$ cat config.mk
export PLATFORM = sky130hd
export DESIGN_NAME = mac_accumulator
export DESIGN_NICKNAME = d
export VERILOG_FILES = /design/src/rtl/mac_accumulator.sv
export SDC_FILE = /design/constraint.sdc
export NUM_CORES = 1
export LEC_CHECK = 0
export ABC_AREA = 1
export CAP_MARGIN = 20
export CORE_MARGIN = 3
export CORE_UTILIZATION = 40
export DETAILED_ROUTE_END_ITERATION = 7
export HOLD_SLACK_MARGIN = 0.08
export PLACE_DENSITY = 0.65
export SYNTH_ARGS = -nofsm -noshare
export SYNTH_HDL_FRONTEND = slang
export SYNTH_SLANG_ARGS = --single-unit
export TNS_END_PERCENT = 5
$ cat constraint.sdc
create_clock -name clk -period 2.3 [get_ports clk]
set_input_delay 0.23 -clock clk [delete_from_list [all_inputs] [get_ports clk]]
set_output_delay 0.23 -clock clk [all_outputs]
set_load 0.1 [all_outputs]
$ cat src/rtl/mac_accumulator.sv
// -----------------------------------------------------------------------------
// mac_accumulator
//
// Accumulation stage behind the NPU MAC multiplier. It sums a stream of
// unsigned products into a saturating accumulator. The accumulator adder is
// built from 4-bit carry-look-ahead slices, with the carry rippling from one
// slice to the next. When a term is flagged last, the result is presented
// through a valid/ready handshake. Once the result is taken, the stage
// restarts for the next vector.
//
// Ports:
//   clk        system clock, rising edge
//   rst_n      asynchronous active-low reset
//   in_valid   product on in_prod is valid
//   in_ready   stage can accept a product this cycle (registered)
//   in_prod    unsigned product, PROD_W bits
//   in_last    marks in_prod as the final term of the vector
//   out_valid  result on out_acc/out_ovf/out_cnt is valid (registered)
//   out_ready  downstream accepts the result
//   out_acc    saturated accumulated sum, ACC_W bits
//   out_ovf    sticky flag: saturation occurred during this vector
//   out_cnt    number of terms accepted, wraps modulo 2^CNT_W
// -----------------------------------------------------------------------------
module mac_accumulator #(
    parameter int PROD_W = 8,
    parameter int ACC_W  = 16,
    parameter int CNT_W  = 8
) (
    input  logic              clk,
    input  logic              rst_n,
    input  logic              in_valid,
    output logic              in_ready,
    input  logic [PROD_W-1:0] in_prod,
    input  logic              in_last,
    output logic              out_valid,
    input  logic              out_ready,
    output logic [ACC_W-1:0]  out_acc,
    output logic              out_ovf,
    output logic [CNT_W-1:0]  out_cnt
);

    localparam int NUM_SLICES = ACC_W / 4;

    typedef enum logic {
        ACCUM = 1'b0,
        DONE  = 1'b1
    } state_t;

    state_t             state_q, state_d;
    logic [ACC_W-1:0]   acc_q, acc_d;
    logic               ovf_q, ovf_d;
    logic [CNT_W-1:0]   cnt_q, cnt_d;
    logic [ACC_W-1:0]   out_acc_q, out_acc_d;
    logic               out_ovf_q, out_ovf_d;
    logic [CNT_W-1:0]   out_cnt_q, out_cnt_d;
    logic               in_ready_q, in_ready_d;
    logic               out_valid_q, out_valid_d;

    logic [ACC_W-1:0]   addend;
    logic [ACC_W-1:0]   sum_raw;
    logic               carry_out;

    // This function is one 4-bit look-ahead slice. It returns {carry_out, sum[3:0]}.
    // Every carry is computed directly from the generate/propagate terms
    // and the slice carry-in, with no ripple inside the slice.
    function automatic logic [4:0] cla4(input logic [3:0] a,
                                        input logic [3:0] b,
                                        input logic       cin);
        logic [3:0] p;
        logic [3:0] g;
        logic [3:0] c;
        logic       cout;
        p    = a ^ b;
        g    = a & b;
        c[0] = cin;
        c[1] = g[0] | (p[0] & cin);
        c[2] = g[1] | (p[1] & g[0]) | (p[1] & p[0] & cin);
        c[3] = g[2] | (p[2] & g[1]) | (p[2] & p[1] & g[0])
             | (p[2] & p[1] & p[0] & cin);
        cout = g[3] | (p[3] & g[2]) | (p[3] & p[2] & g[1])
             | (p[3] & p[2] & p[1] & g[0]) | (p[3] & p[2] & p[1] & p[0] & cin);
        return {cout, p ^ c};
    endfunction

    assign addend = ACC_W'(in_prod);

    // Chain the slices. Slice 0 has a carry-in of 0. Each later slice takes
    // the carry-out of the slice below it.
    always_comb begin
        logic       c;
        logic [4:0] slice_res;
        c         = 1'b0;
        sum_raw   = '0;
        slice_res = '0;
        for (int i = 0; i < NUM_SLICES; i++) begin
            slice_res          = cla4(acc_q[4*i +: 4], addend[4*i +: 4], c);
            sum_raw[4*i +: 4]  = slice_res[3:0];
            c                  = slice_res[4];
        end
        carry_out = c;
    end

    always_comb begin
        state_d     = state_q;
        acc_d       = acc_q;
        ovf_d       = ovf_q;
        cnt_d       = cnt_q;
        out_acc_d   = out_acc_q;
        out_ovf_d   = out_ovf_q;
        out_cnt_d   = out_cnt_q;
        in_ready_d  = in_ready_q;
        out_valid_d = out_valid_q;

        case (state_q)
            ACCUM: begin
                if (in_valid) begin
                    // A carry out of the top slice pins the sum at all-ones.
                    // Once the sum is all-ones, any nonzero addend carries
                    // again, so the saturation holds for the rest of the vector.
                    acc_d = carry_out ? '1 : sum_raw;
                    ovf_d = ovf_q | carry_out;
                    cnt_d = cnt_q + CNT_W'(1);
                    if (in_last) begin
                        state_d     = DONE;
                        out_acc_d   = acc_d;
                        out_ovf_d   = ovf_d;
                        out_cnt_d   = cnt_d;
                        in_ready_d  = 1'b0;
                        out_valid_d = 1'b1;
                    end
                end
            end
            DONE: begin
                // The result registers are left alone here. They stay valid
                // until the next vector finishes or a reset occurs.
                if (out_ready) begin
                    state_d     = ACCUM;
                    acc_d       = '0;
                    ovf_d       = 1'b0;
                    cnt_d       = '0;
                    in_ready_d  = 1'b1;
                    out_valid_d = 1'b0;
                end
            end
            default: begin
                state_d     = ACCUM;
                in_ready_d  = 1'b1;
                out_valid_d = 1'b0;
            end
        endcase
    end

    always_ff @(posedge clk or negedge rst_n) begin
        if (!rst_n) begin
            state_q     <= ACCUM;
            acc_q       <= '0;
            ovf_q       <= 1'b0;
            cnt_q       <= '0;
            out_acc_q   <= '0;
            out_ovf_q   <= 1'b0;
            out_cnt_q   <= '0;
            in_ready_q  <= 1'b1;
            out_valid_q <= 1'b0;
        end else begin
            state_q     <= state_d;
            acc_q       <= acc_d;
            ovf_q       <= ovf_d;
            cnt_q       <= cnt_d;
            out_acc_q   <= out_acc_d;
            out_ovf_q   <= out_ovf_d;
            out_cnt_q   <= out_cnt_d;
            in_ready_q  <= in_ready_d;
            out_valid_q <= out_valid_d;
        end
    end

    assign in_ready  = in_ready_q;
    assign out_valid = out_valid_q;
    assign out_acc   = out_acc_q;
    assign out_ovf   = out_ovf_q;
    assign out_cnt   = out_cnt_q;

endmodule

=== Word-level counts from Yosys, hierarchy flattened ===
Cells that the tools add are included.

* Input bits: 13
* Output and inout bits: 27
* Register bits after elaboration: 53
* Logic and storage cells: 108

* Reduce and logical (&&, ||, !) cells: 3
* Bitwise operators: 71
* Equality and inequality tests: 3
* Multiplexer cells: 21
* $add $sub $neg: 1

{| class="wikitable"
|+ Operators by type and width
! cell !! count
|-
| $mux 16 || 3
|-
| $and 1x1->1 || 45
|-
| $pmux 16 s2 || 1
|-
| $xor 4x4->4 || 6
|-
| $or 1x1->1 || 17
|-
| $mux 8 || 2
|-
| $pmux 8 s2 || 1
|-
| $mux 1 || 10
|-
| $add 8x1->8 const B || 1
|-
| $and 4x4->4 || 2
|-
| $pmux 1 s2 || 4
|-
| $ne 2x2->1 const B || 3
|-
| $reduce_and 3->1 || 2
|-
| $reduce_and 2->1 || 1
|-
| $not 1->1 || 1
|}

=== Logic depth before layout (Yosys ltp) ===
* Depth in word-level cells: 13
* Depth in mapped cells: 12
* Gate-level depth less buffers: 12

=== Least setup slack after synthesis ===
OpenSTA, ideal clock, no wires.

* Kind: reg2reg
* Start: register acc_q[3]
* End: register acc_q[5]
* Data arrival time: 1.721 ns
* Clock period less this slack: 1.838 ns
* Required time: 2.183 ns
* Library setup time: 0.117 ns
* Buffers on the path: 0
* Cell stages (with the launch flop): 10
* Slack: 0.462 ns
* Cells stage by stage: dfrtp_1 ha_1 or2_1 nand2_1 nand2_2 fa_1 xnor2_1 nand2_1 nand2_1 nand2_1

* Longest elaborated chain between the ends: 12
* Elaborated cells between the ends (all ways): 20
* Classes of those cells: 3 x mux; 17 x bitwise

{| class="wikitable"
|+ RTL lines
! item !! RTL line !! text
|-
| from (decl) || 50 || <nowiki>logic [ACC_W-1:0] acc_q, acc_d;</nowiki>
|-
| from (signal assigned) || 156 || <nowiki>acc_q <= '0;</nowiki>
|-
| from (signal assigned) || 166 || <nowiki>acc_q <= acc_d;</nowiki>
|-
| $xor 4x4->4 || 73 || <nowiki>p = a ^ b;</nowiki>
|-
| $and 1x1->1, on equally long branches || -- ||
|-
| $or 1x1->1, or another cell as far along || 80 || <nowiki>cout = g[3] | (p[3] & g[2]) | (p[3] & p[2] & g[1])</nowiki>
|-
| $or 1x1->1 or $and 1x1->1 (tied branches) || 80, 81 ||
|-
| $or 1x1->1 * || 81 || <nowiki>| (p[3] & p[2] & p[1] & g[0]) | (p[3] & p[2] & p[1] & p[0] & cin);</nowiki>
|-
| $and 1x1->1 || 81 ||
|-
| $or 1x1->1 || 81 ||
|-
| $and 1x1->1 (2 in a row) || 81 ||
|-
| $mux 16 * || 120 || <nowiki>acc_d = carry_out ? '1 : sum_raw;</nowiki>
|-
| $mux 16 * || 116 || <nowiki>if (in_valid) begin</nowiki>
|-
| $pmux 16 s2 * || 114 || <nowiki>case (state_q)</nowiki>
|}

Mark *: on every way between the ends. The rest lies on a longest branch, timed or not. The select of a mux whose other input is x is not followed.
A chain may end at the register's enable or synchronous reset.

=== Worst setup path in the final report ===
Same ends and word-level chain as after synthesis.

==> results.ini <==
[placed_design]
dpl_worst_slack_ps=50.1
portBuffers=39
dp_cells=429
dp_hpwl_mm=3.78
routabilityCongestion=0.781

[clock_network]
cts_tree=built
ctsResizeCount=0
cts_made_buffers=5
holdBufCountCts=1
post-cts-setup-buffers=0
ctsRootBufferMaster=clkbuf_8
clock_sinks=53
clk_pin_slew_worst_paths_ps=100
insertion_delay_ps=310
htree_num_levels=2
cts_buffer_depth=2

[yosys]
synth_area_leaders=dfrtp_1 48%, nand2_1 15%, ha_1 5.1%
yosys_warnings=0
synthTopCellsByCount=109 x nand2_1, 52 x dfrtp_1, 29 x inv_1
async_flop_share=1.00
synth.most_common_cell=nand2_1
synth-edff-count=0
seq_area_frac_synth=0.492
syn_avg_cell_area_um2=8.56
yosys.area.top_type_share=0.483
yosysUniqueCellTypes=33
netlist_instances=315
yosys.area.top_type=dfrtp_1
synthFlopType=dfrtp_1
netlist_area_um2=2700
syn_nets=341
ys_ff_latch=53

[drt]
drtIter0Drc=85
firstDrtPassIters=4
drc=0
postRouteAntennaNets=0
viasPerCell=4.95
num_vias=2170
wl_per_cell_um=12.5
routed_wl_mm=5.47

[worst_setup_path]
critPathLaunchType=flip-flop
cp.required_ps=2500
worst_r2r_path_depth=9
crit_path_end_kind=flip-flop
cp.arrival_ps=2160
cp_max_fo=4
worst-setup-path-type=reg -> reg

[sta]
fin_crit_sh=0.851
fmax_ghz=0.511
final.setup.tns_ps=0
setup_violations=0
drv_slew=0
tightest_slew_ps=727
fin_hold_ws_ps=488
relSlewSlack=0.515
fin_ws_ps=342
layout_min_cycle_time_ps=1960
fin_skew_ps=11.4
hold_viol_final=0
rsz0062_at_grt=false

[floorplanning]
die_area_um2=7760
die_y_um=88.1
core_um2=6460
initial_core_util=0.417
fp.dieW_um=88.1
num_io_pins=40
rows=29

[global_routing]
antenna_found_initial=0
grtUsageTotal=0.160
grtUsageMet2=0.277
use_met1=0.202
grt_pass1_wl_mm=9.73
grt_start_max_net_pins=54
grt_pass1_vias=2149
gr-total-overflow=0
busiest_layer=met2
grt_use_met3=0.0367

[power]
p_int_uw=2020
power.share.sequential=0.322
worst_ir_drop_vdd_v=0.000854
comb_power_share=0.548
pwr-share-clk=0.130
p_sw_uw=2160
swShare=0.516
p_per_area_nw_per_um2=1300
cellLeakagePower_uw=0.00168

[final_layout]
final_cells=438
layout-drive-gt1-share=0.161
antenna_cells=0
syn2layout_area_growth_pct=19.6
fin_nets=386
postLayoutCoreUtil=0.499

[worst_hold_path]
holdPathStages=2
min_path_type=reg -> reg

[flow_run]
cap_violations=0

[outcome]
status=finished clean

## cell families (layout without fill, tap and decap cells)
| logic type | count (synthesis) | after routing | synth area share |
|---|---|---|---|
| compound gates | 37 | 37 | 0.0896 |
| xor+xnor | 9 | 9 | 0.0292 |
| fa+ha+maj | 13 | 13 | 0.0659 |
| buf+inv | 41 | 87 | 0.0645 |
| flops | 53 | 53 | 0.492 |
| simple gates | 162 | 162 | 0.258 |
## flip-flops by register name, summed over array words and instances, names as in the netlist
register and flops:
acc_q 16, cnt_q 8, in_ready 1, out_acc 16
out_cnt 8, out_ovf 1, out_valid 1, ovf_q 1
state_q 1
## cells in the final DEF (no fill, tap or decap), drive strengths merged, types with 3 or more instances in the layout
master	synthesis	layout
nand2	113	113
dfrtp	52	52
ha	11	11
clkbuf	3	7
nand4	3	3
nor2	21	21
o21ai	15	15
o22ai	5	5
clkdlybuf4s50	0	11
buf	6	35
a31oi	11	11
xnor2	4	4
inv	32	32
nand3	20	20
xor2	5	5
## power groups by stage
stage                     Combinational, uW  Clock, uW  Sequential (uW)
after global placement                 2270          0             1360
after CTS                              2310        569             1350
after floorplan                         807          0             2360
after detailed placement               2300          0             1370
after global routing                   2490        610             1390
final                                  2290        544             1350
## worst max-delay path: stages (launching register included)
cell and delay [ps]:
dfrtp_1 390, ha_1 320, or2_1 210, nand2_1 70, nand2_2 90, fa_1 380
xnor2_1 220, nand2_1 70, nand2_1 50, nand2_1 50
## cell type report
class                      instances  area (um2)
fill                             655        3230
sequential                        53        1330
multi-input combinational        221        1190
timing repair buffer              47         393
inverter                          32         120
tap                               77        96.3
clock buffer                       7        86.3
clock inverter                     1        7.51
## routing by layer
metal	vias to the layer above	routed length [um]
li1	1101	-
met1	1027	2630
met2	36	2560
met3	6	212
met4	0	63
met5	-	0
## final timing paths
check	from	endpoint	slack, ps
min in group asynchronous	rst_n	out_acc[0]$_DFFE_PN0P_	580
min	out_acc[10]$_DFFE_PN0P_	out_acc[10]$_DFFE_PN0P_	490
max in group asynchronous	rst_n	acc_q[13]$_DFFE_PN0P_	1280
max reg2reg	acc_q[3]$_DFFE_PN0P_	acc_q[5]$_DFFE_PN0P_	340
min reg2reg	out_acc[10]$_DFFE_PN0P_	out_acc[10]$_DFFE_PN0P_	490
max	acc_q[3]$_DFFE_PN0P_	acc_q[5]$_DFFE_PN0P_	340
## through the flow
stage,area (um2),power [uW]
CTS,3230,4230
detailed placement,3120,3670
finish,3230,4180
global placement,3120,3630
floorplan,2700,3170
global route,3230,4490
Note: power is estimated with default switching activity, not from simulation.
